## src/rtl/keypad_matrix_scanner.sv

```systemverilog
// Scans a 4x3 membrane keypad, debounces whole-matrix frames and emits a one-hot digit 0-9.
// Optional auto-repeat strobes are built when KEYPAD_AUTOREPEAT_EN is defined.
module keypad_matrix_scanner #(
    parameter int unsigned SCAN_DIV       = 1000,
    parameter int unsigned DEBOUNCE_SCANS = 4
`ifdef KEYPAD_AUTOREPEAT_EN
    ,
    parameter int unsigned REPEAT_FRAMES  = 50
`endif
) (
    input  logic       clk,
    input  logic       rst,
    input  logic [2:0] col_n,
    output logic [3:0] row_n,
    output logic [9:0] keypad,
    output logic       key_held,
    output logic       key_strobe
);

    localparam int unsigned SLOT_W = $clog2(SCAN_DIV);
    localparam int unsigned CNT_W  = $clog2(DEBOUNCE_SCANS + 1);
    localparam logic [3:0] CODE_NONE  = 4'd10;
    localparam logic [3:0] CODE_MULTI = 4'd11;

    typedef enum logic [1:0] {
        S_IDLE,
        S_HELD,
        S_LOCKOUT
    } state_t;

    logic [2:0]        r_col_meta;
    logic [2:0]        r_col_sync;
    logic [SLOT_W-1:0] r_slot;
    logic [1:0]        r_row;
    logic [9:0]        r_hits;
    logic [3:0]        r_prev_code;
    logic [CNT_W-1:0]  r_stable_cnt;
    logic              r_frame_done;
    logic              r_commit;
    state_t            r_state;
    state_t            w_state_nxt;
    logic [9:0]        r_keypad;
    logic [9:0]        w_keypad_nxt;
    logic              r_strobe;
    logic              w_strobe_nxt;
    logic              w_slot_end;
    logic              w_frame_end;
    logic [9:0]        w_row_hits;
    logic [9:0]        w_frame_hits;
    logic [3:0]        w_frame_code;
    logic [9:0]        w_code_onehot;

    // Frame code: digit 0-9, CODE_NONE, or CODE_MULTI for two or more closures.
    function automatic logic [3:0] encode_frame(input logic [9:0] hits);
        logic [3:0]  code;
        int unsigned n;
        code = CODE_NONE;
        n    = 0;
        for (int unsigned k = 0; k < 10; k++) begin
            if (hits[k]) begin
                n++;
                code = 4'(k);
            end
        end
        if (n > 1) begin
            code = CODE_MULTI;
        end
        return code;
    endfunction

    assign w_slot_end    = (r_slot == SLOT_W'(SCAN_DIV - 1));
    assign w_frame_end   = w_slot_end && (r_row == 2'd3);
    assign w_frame_hits  = r_hits | w_row_hits;
    assign w_frame_code  = encode_frame(w_frame_hits);
    assign w_code_onehot = 10'b1 << r_prev_code;

    // Map the active row's closed columns onto digit bits; (3,0) and (3,2) are unmapped.
    always_comb begin
        w_row_hits = '0;
        case (r_row)
            2'd0:    w_row_hits = {6'b0, ~r_col_sync, 1'b0};
            2'd1:    w_row_hits = {3'b0, ~r_col_sync, 4'b0};
            2'd2:    w_row_hits = {~r_col_sync, 7'b0};
            default: w_row_hits = {9'b0, ~r_col_sync[1]};
        endcase
    end

    always_ff @(posedge clk) begin
        if (rst) begin
            r_col_meta   <= '1;
            r_col_sync   <= '1;
            r_slot       <= '0;
            r_row        <= '0;
            r_hits       <= '0;
            r_prev_code  <= CODE_NONE;
            r_stable_cnt <= '0;
            r_frame_done <= 1'b0;
            r_commit     <= 1'b0;
        end else begin
            r_col_meta   <= col_n;
            r_col_sync   <= r_col_meta;
            r_frame_done <= 1'b0;
            r_commit     <= 1'b0;
            if (w_slot_end) begin
                r_slot <= '0;
                r_row  <= r_row + 2'd1;
                if (w_frame_end) begin
                    r_hits       <= '0;
                    r_frame_done <= 1'b1;
                    // Commit fires only on the frame that brings the run up to the threshold.
                    if (w_frame_code == r_prev_code) begin
                        if (r_stable_cnt < CNT_W'(DEBOUNCE_SCANS)) begin
                            r_stable_cnt <= r_stable_cnt + 1'b1;
                            r_commit     <= (r_stable_cnt == CNT_W'(DEBOUNCE_SCANS - 1));
                        end
                    end else begin
                        r_stable_cnt <= CNT_W'(1);
                        r_prev_code  <= w_frame_code;
                    end
                end else begin
                    r_hits <= w_frame_hits;
                end
            end else begin
                r_slot <= r_slot + 1'b1;
            end
        end
    end

`ifdef KEYPAD_AUTOREPEAT_EN
    localparam int unsigned REP_W = (REPEAT_FRAMES > 1) ? $clog2(REPEAT_FRAMES) : 1;
    logic [REP_W-1:0] r_rep;
    logic [REP_W-1:0] w_rep_nxt;
`endif

    always_comb begin
        w_state_nxt  = r_state;
        w_keypad_nxt = r_keypad;
        w_strobe_nxt = 1'b0;
`ifdef KEYPAD_AUTOREPEAT_EN
        w_rep_nxt    = r_rep;
`endif
        case (r_state)
            S_IDLE: begin
                if (r_commit) begin
                    if (r_prev_code == CODE_MULTI) begin
                        w_state_nxt = S_LOCKOUT;
                    end else if (r_prev_code != CODE_NONE) begin
                        w_state_nxt  = S_HELD;
                        w_keypad_nxt = w_code_onehot;
                        w_strobe_nxt = 1'b1;
                    end
                end
            end
            S_HELD: begin
                // NONE and MULTI give a zero one-hot, so any differing commit releases.
                if (r_commit && (w_code_onehot != r_keypad)) begin
                    w_keypad_nxt = '0;
                    w_state_nxt  = (r_prev_code == CODE_MULTI) ? S_LOCKOUT : S_IDLE;
`ifdef KEYPAD_AUTOREPEAT_EN
                    w_rep_nxt    = '0;
`endif
                end
`ifdef KEYPAD_AUTOREPEAT_EN
                else if (r_frame_done) begin
                    if (r_rep == REP_W'(REPEAT_FRAMES - 1)) begin
                        w_rep_nxt    = '0;
                        w_strobe_nxt = 1'b1;
                    end else begin
                        w_rep_nxt = r_rep + 1'b1;
                    end
                end
`endif
            end
            S_LOCKOUT: begin
                w_keypad_nxt = '0;
                if (r_commit && (r_prev_code == CODE_NONE)) begin
                    w_state_nxt = S_IDLE;
                end
            end
            default: begin
                w_state_nxt  = S_IDLE;
                w_keypad_nxt = '0;
            end
        endcase
    end

    always_ff @(posedge clk) begin
        if (rst) begin
            r_state  <= S_IDLE;
            r_keypad <= '0;
            r_strobe <= 1'b0;
`ifdef KEYPAD_AUTOREPEAT_EN
            r_rep    <= '0;
`endif
        end else begin
            r_state  <= w_state_nxt;
            r_keypad <= w_keypad_nxt;
            r_strobe <= w_strobe_nxt;
`ifdef KEYPAD_AUTOREPEAT_EN
            r_rep    <= w_rep_nxt;
`endif
        end
    end

    assign row_n      = ~(4'b0001 << r_row);
    assign keypad     = r_keypad;
    assign key_held   = |r_keypad;
    assign key_strobe = r_strobe;

endmodule

```

## config.mk

```make
export PLATFORM = sky130hd
export DESIGN_NAME = keypad_matrix_scanner
export DESIGN_NICKNAME = d
export VERILOG_FILES = /design/src/rtl/keypad_matrix_scanner.sv
export SDC_FILE = /design/constraint.sdc
export NUM_CORES = 1
export LEC_CHECK = 0
export CORE_AREA = 2 2 107 78
export DETAILED_ROUTE_END_ITERATION = 10
export DIE_AREA = 0 0 109 80
export PLACE_DENSITY = 0.62
export SLEW_MARGIN = 20
export SYNTH_ARGS = -nofsm -noshare
export SYNTH_HDL_FRONTEND = slang
export SYNTH_SLANG_ARGS = --single-unit
export TNS_END_PERCENT = 50
```

## constraint.sdc

```tcl
create_clock -name clk -period 20.8 [get_ports clk]
set_clock_uncertainty 0.2 [all_clocks]
set_input_delay 6.24 -clock clk [delete_from_list [all_inputs] [get_ports clk]]
set_output_delay 6.24 -clock clk [all_outputs]
set_load 0.01 [all_outputs]
```

==> flow_summary.json, run 1 <==
{
  "status": "finished clean",
  "clockBufferDepth": 2,
  "post_drt_wl_per_cell_um": 14.4,
  "numPortBuffers": 20,
  "synth_top_cells_by_area": "dfxtp_1 29%, nor2_1 7.4%, ha_1 6.6%",
  "combinationalPowerShare_pct": 9.7,
  "yosys.area.top_type": "dfxtp_1",
  "criticalPathCategory": "in -> reg",
  "clock_latency_ps": 310,
  "die_area_mm2": 0.00872,
  "worstMarginPinSlew_ps": 945,
  "finalCritPeriodShare_pct": 40.0,
  "grt_pass1_wl_mm": 13.5,
  "clock-root-buffer": "clkbuf_8",
  "syn_nets": 441,
  "antenna_found_initial": 0,
  "end_kind": "flip-flop",
  "p_sw_share_pct": 26.2,
  "power_switching_mw": 0.0453,
  "area_delta_synth_final_pct": 11.1,
  "htree_levels": 2,
  "power_density_mw_per_mm2": 45.9,
  "cts_buffers": 5,
  "ys_seq_elements": 49,
  "start_util_pct": 44.2,
  "critPathRequiredTime_ps": 20800,
  "synthCells": 418,
  "seq_area_frac_synth_pct": 28.9,
  "grt_max_degree": 27,
  "groute.usage.overall_pct": 19.2,
  "wl_mm": 7.71,
  "reg2reg_from": "r_row[1]",
  "drt_iter0_drc": 146,
  "drc_errors": 0,
  "syn-cell-area_mm2": 0.00339,
  "nNetsFinal": 455,
  "cts_hold_buf": 0,
  "tritoncts": "built",
  "final_common_cell": "nor2_1",
  "place_congestion": 0.788,
  "finalMaxSlewViolations": 0,
  "finalSetupViolCount": 0,
  "core-area_mm2": 0.00767,
  "yosys_warnings": 0,
  "drive_above_1_share_pct": 7.85,
  "clock-sinks": 49,
  "rsz0062_at_grt": "no",
  "synth-main-ff-cell": "dfxtp_1",
  "worstPathMaxFanout": 26,
  "synth_cell_types": 67,
  "p_seq_share_pct": 55.4,
  "overflow": 0,
  "rows": 27,
  "synth_top_area_share_pct": 28.9,
  "report.final.hold_viol_count": 0,
  "num_antenna_cells": 0,
  "place_area_mm2": 0.00367,
  "most-common-layout-cells": "67 x nor2_1, 49 x dfxtp_1, 28 x a21oi_1",
  "cts_resized": 0,
  "worstSetupStartpointType": "input port",
  "fp.dieH_um": 80,
  "num_vias": 3061,
  "drv_cap": 0,
  "viasPerCell": 5.73,
  "synth_area_per_cell_um2": 8.12,
  "fin_util_pct": 49.1,
  "fmax_mhz": 120,
  "cp.arrival_ps": 8320,
  "min_period_ps": 8330,
  "setup-tns-final_ps": 0,
  "hold_slack_ps": 219,
  "hpwl_mm": 5.80,
  "ioPinCount": 21,
  "critPathLaunch": "rst",
  "internal_power_mw": 0.128,
  "die_w_um": 109,
  "pwr-share-clk_pct": 34.9,
  "min-delay-path-class": "reg -> reg",
  "clkTransAtPathRegs_ps": 100,
  "grt_pass1_vias": 2802,
  "p_leak_nw": 1.46,
  "async_reset_ff_share_pct": 0,
  "hold_start": "r_col_meta[1]",
  "post_cts_buffers": 0,
  "postRouteAntennaNets": 0,
  "design_area_mm2": 0.00377,
  "peakVddDrop_uv": 30.1,
  "relSlewSlack_pct": 36.4,
  "synth_edf_count": 0,
  "drt_first_pass_iters": 4
}
## layout make-up
cell class,instances,area (um2)
multi-input combinational,336,2290
clock inverter,3,28.8
clock buffer,5,68.8
timing repair buffer,20,200
sequential,49,981
tap,101,126
inverter,20,75.1
fill,745,3900
## path summary, 6_finish.rpt
| check | depth (start not counted) | slack (ps) | endpoint |
|---|---|---|---|
| worst max register to register | 31 | 12990 | r_prev_code[2] |
| worst max-delay path | 4 | 12470 | r_hits[5] |
| worst min register to register | 1 | 220 | r_col_sync[1] |
| worst min-delay path | 1 | 220 | r_col_sync[1] |
## registers in the layout, summed over array words and instances (netlist names)
register and cells:
r_col_sync 3, keypad 10, r_row 2, r_hits 10
r_commit 1, r_state 2, r_col_meta 3, r_prev_code 4
key_strobe 1, r_stable_cnt 3, r_slot 10
## worst max-delay path: stages
cell and delay (ps):
clkdlybuf4s50_1 1080, clkinv_1 510, nand2_1 400, nor2_1 90
## kinds of logic (layout without fill, tap and decap cells)
logic type / Yosys count / in the layout / share of synthesized area [%]
buf+inv: 33 / 48 / 3.65
mux: 4 / 4 / 1.18
flops: 49 / 49 / 28.9
fa+ha+maj: 18 / 18 / 6.64
xor+xnor: 27 / 27 / 9.99
simple gates: 186 / 186 / 28.9
compound gates: 101 / 101 / 20.8
## through the flow
step | setup slack [ps] | total power, mW | std cells
final | 12470 | 0.173 | 534
after global routing | 12340 | 0.181 | 534
after CTS | 12480 | 0.175 | 534
after detailed placement | 12140 | 0.114 | 526
after global placement | 12170 | 0.114 | 526
after floorplan | 13390 | 0.111 | 418
## power groups by stage
stage / clock network [mW] / logic (mW) / registers [mW]
floorplan: 0 / 0.0130 / 0.0976
global placement: 0 / 0.0163 / 0.0979
detailed placement: 0 / 0.0165 / 0.0979
CTS: 0.0623 / 0.0167 / 0.0958
global route: 0.0661 / 0.0190 / 0.0959
finish: 0.0604 / 0.0167 / 0.0958
## cells in the mapped netlist, drive strengths merged, types with 6 or more instances
master / count
nor2: 67
nand2: 22
nor2b: 9
a211oi: 6
nor4: 6
a31oi: 6
a21oi: 28
inv: 19
o21ai: 20
xnor2: 18
nand3: 11
ha: 18
or2: 13
nor3: 9
nand2b: 8
clkbuf: 12
and3: 7
a22oi: 8
dfxtp: 49
## routing by layer
layer | track usage [%] | part of all wire, % | vias to the layer above
met5 | 0 | 0 | -
met4 | 3.72 | 0.51 | 0
met3 | 3.10 | 4.6 | 4
met2 | 29.6 | 42 | 72
met1 | 28.1 | 53 | 1451
li1 | - | - | 1534
Note: power is estimated with default switching activity, not from simulation.
==> run 2: changes to the inputs <==
==> constraint.sdc (replaced) <==
create_clock -name clk -period 8 [get_ports clk]
set_clock_uncertainty 0.2 [all_clocks]
set_input_delay 2.4 -clock clk [delete_from_list [all_inputs] [get_ports clk]]
set_output_delay 2.4 -clock clk [all_outputs]
set_load 0.01 [all_outputs]
==> flow_summary.json, run 2 (synthesis results as in run 1) <==
{
  "numPortBuffers": 20,
  "report.final.hold_viol_count": 0,
  "worstMarginPinSlew_ps": 931,
  "grt_pass1_vias": 2725,
  "finalMaxSlewViolations": 0,
  "rows": 27,
  "overflow": 0,
  "fill_cells": 760,
  "ioPinCount": 21,
  "crit_top_cell": "ha_1",
  "dp.cells": 526,
  "worstSetupStartpointType": "flip-flop",
  "hold_slack_ps": 211,
  "worst-r2r-setup-slack_ps": 460,
  "drt_first_pass_iters": 4,
  "num_vias": 2986,
  "cts_resized": 0,
  "core-area_mm2": 0.00767,
  "clkTransAtPathRegs_ps": 100,
  "worstPathMaxFanout": 8,
  "groute.usage.overall_pct": 18.5,
  "fin_cells": 534,
  "postRouteAntennaNets": 0,
  "post_drt_wl_per_cell_um": 14.4,
  "fp.dieH_um": 80,
  "die_w_um": 109,
  "cts_buffers": 5,
  "drc_errors": 0,
  "wl_mm": 7.67,
  "power_density_mw_per_mm2": 118,
  "drt_iter0_drc": 139,
  "finalCritPeriodShare_pct": 94.2,
  "hold_start": "r_col_meta[0]",
  "end_kind": "flip-flop",
  "min-delay-path-class": "reg -> reg",
  "cp_slowest_cell": "o32a_1",
  "num_antenna_cells": 0,
  "finalSetupViolCount": 0,
  "die_area_mm2": 0.00872,
  "min_period_ps": 7540,
  "grt_max_degree": 27,
  "htree_levels": 2,
  "clockBufferDepth": 2,
  "tritoncts": "built",
  "whs_endpoint": "r_col_sync[0]",
  "reg2reg_depth": 31,
  "status": "finished clean",
  "critPathMaxStageDelay_ps": 470,
  "cts_hold_buf": 0,
  "most-common-layout-cells": "67 x nor2_1, 49 x dfxtp_1, 28 x a21oi_1",
  "area_delta_synth_final_pct": 12.0,
  "p_leak_nw": 1.46,
  "critPathRequiredTime_ps": 8010,
  "drive_above_1_share_pct": 9.01,
  "hpwl_mm": 5.87,
  "reg2reg_from": "r_row[0]",
  "final_common_cell": "nor2_1",
  "nNetsFinal": 455,
  "clock_latency_ps": 310,
  "drv_cap": 0,
  "antenna_found_initial": 0,
  "post_cts_buffers": 0,
  "holdPathStages": 1,
  "peakVddDrop_uv": 93.0,
  "fmax_mhz": 133,
  "criticalPathCategory": "reg -> reg",
  "clock-root-buffer": "clkbuf_8",
  "relSlewSlack_pct": 37.7,
  "start_util_pct": 44.2,
  "timing.rr.end": "r_stable_cnt[0]",
  "clock-sinks": 49,
  "setup-tns-final_ps": 0,
  "grt_pass1_wl_mm": 12.9,
  "place_congestion": 0.839,
  "cp.arrival_ps": 7540,
  "rsz0062_at_grt": "no",
  "viasPerCell": 5.59
}
run 2: where the power goes:
| part | leakage (nW) | internal, mW | switching [mW] |
|---|---|---|---|
| logic | 1.02 | 0.0204 | 0.0238 |
| registers | 0.397 | 0.246 | 0.00246 |
| clock network | 0.0518 | 0.0718 | 0.0853 |
run 2: through the flow:
stage          setup WS (ps)  util (%)  power, mW  cell area (um2)
6_report                 465      49.6      0.450             3800
4_1_cts                  407      49.2      0.456             3770
5_1_grt                 3.33      49.6      0.473             3800
2_1_floorplan           1100         -      0.288             3390
3_5_place_dp             458      47.9      0.297             3670
3_3_place_gp             721      47.9      0.296             3670
run 2: final cells by class:
type                            instances  area [um2]  share of cell area, %
Clock buffer                            6        82.6                   2.17
Clock inverter                          2        17.5                  0.461
Inverter                               20        75.1                   1.98
Multi-Input combinational cell        336        2320                   61.0
Sequential cell                        49         981                   25.8
Tap cell                              101         126                   3.33
Timing Repair Buffer                   20         200                   5.27
run 2: how the worst max path moves through the flow:
stage	startpoint	end	slack (ps)	cells after the start
2_1_floorplan	r_row[1]	r_prev_code[1]	1100	32
3_3_place_gp	r_row[0]	r_prev_code[2]	720	32
3_5_place_dp	r_row[1]	r_prev_code[2]	460	31
4_1_cts	r_row[1]	r_prev_code[2]	410	31
5_1_grt	r_row[0]	r_stable_cnt[0]	3	32
6_report	r_row[0]	r_stable_cnt[0]	460	31
run 2: layer usage:
metal	GRT usage [%]	wire, um
met5	0	0
met4	3.46	32
met3	3.84	322
met2	27.2	3220
met1	27.8	4100
run 2: worst max-delay path, delay by kind of cell (launching register included):
kind | cells | cell delay, ps
simple gates | 10 | 1530
buf+inv | 1 | 100
xor+xnor | 1 | 180
fa+ha+maj | 8 | 2350
compound gates | 11 | 2690
flops | 1 | 380
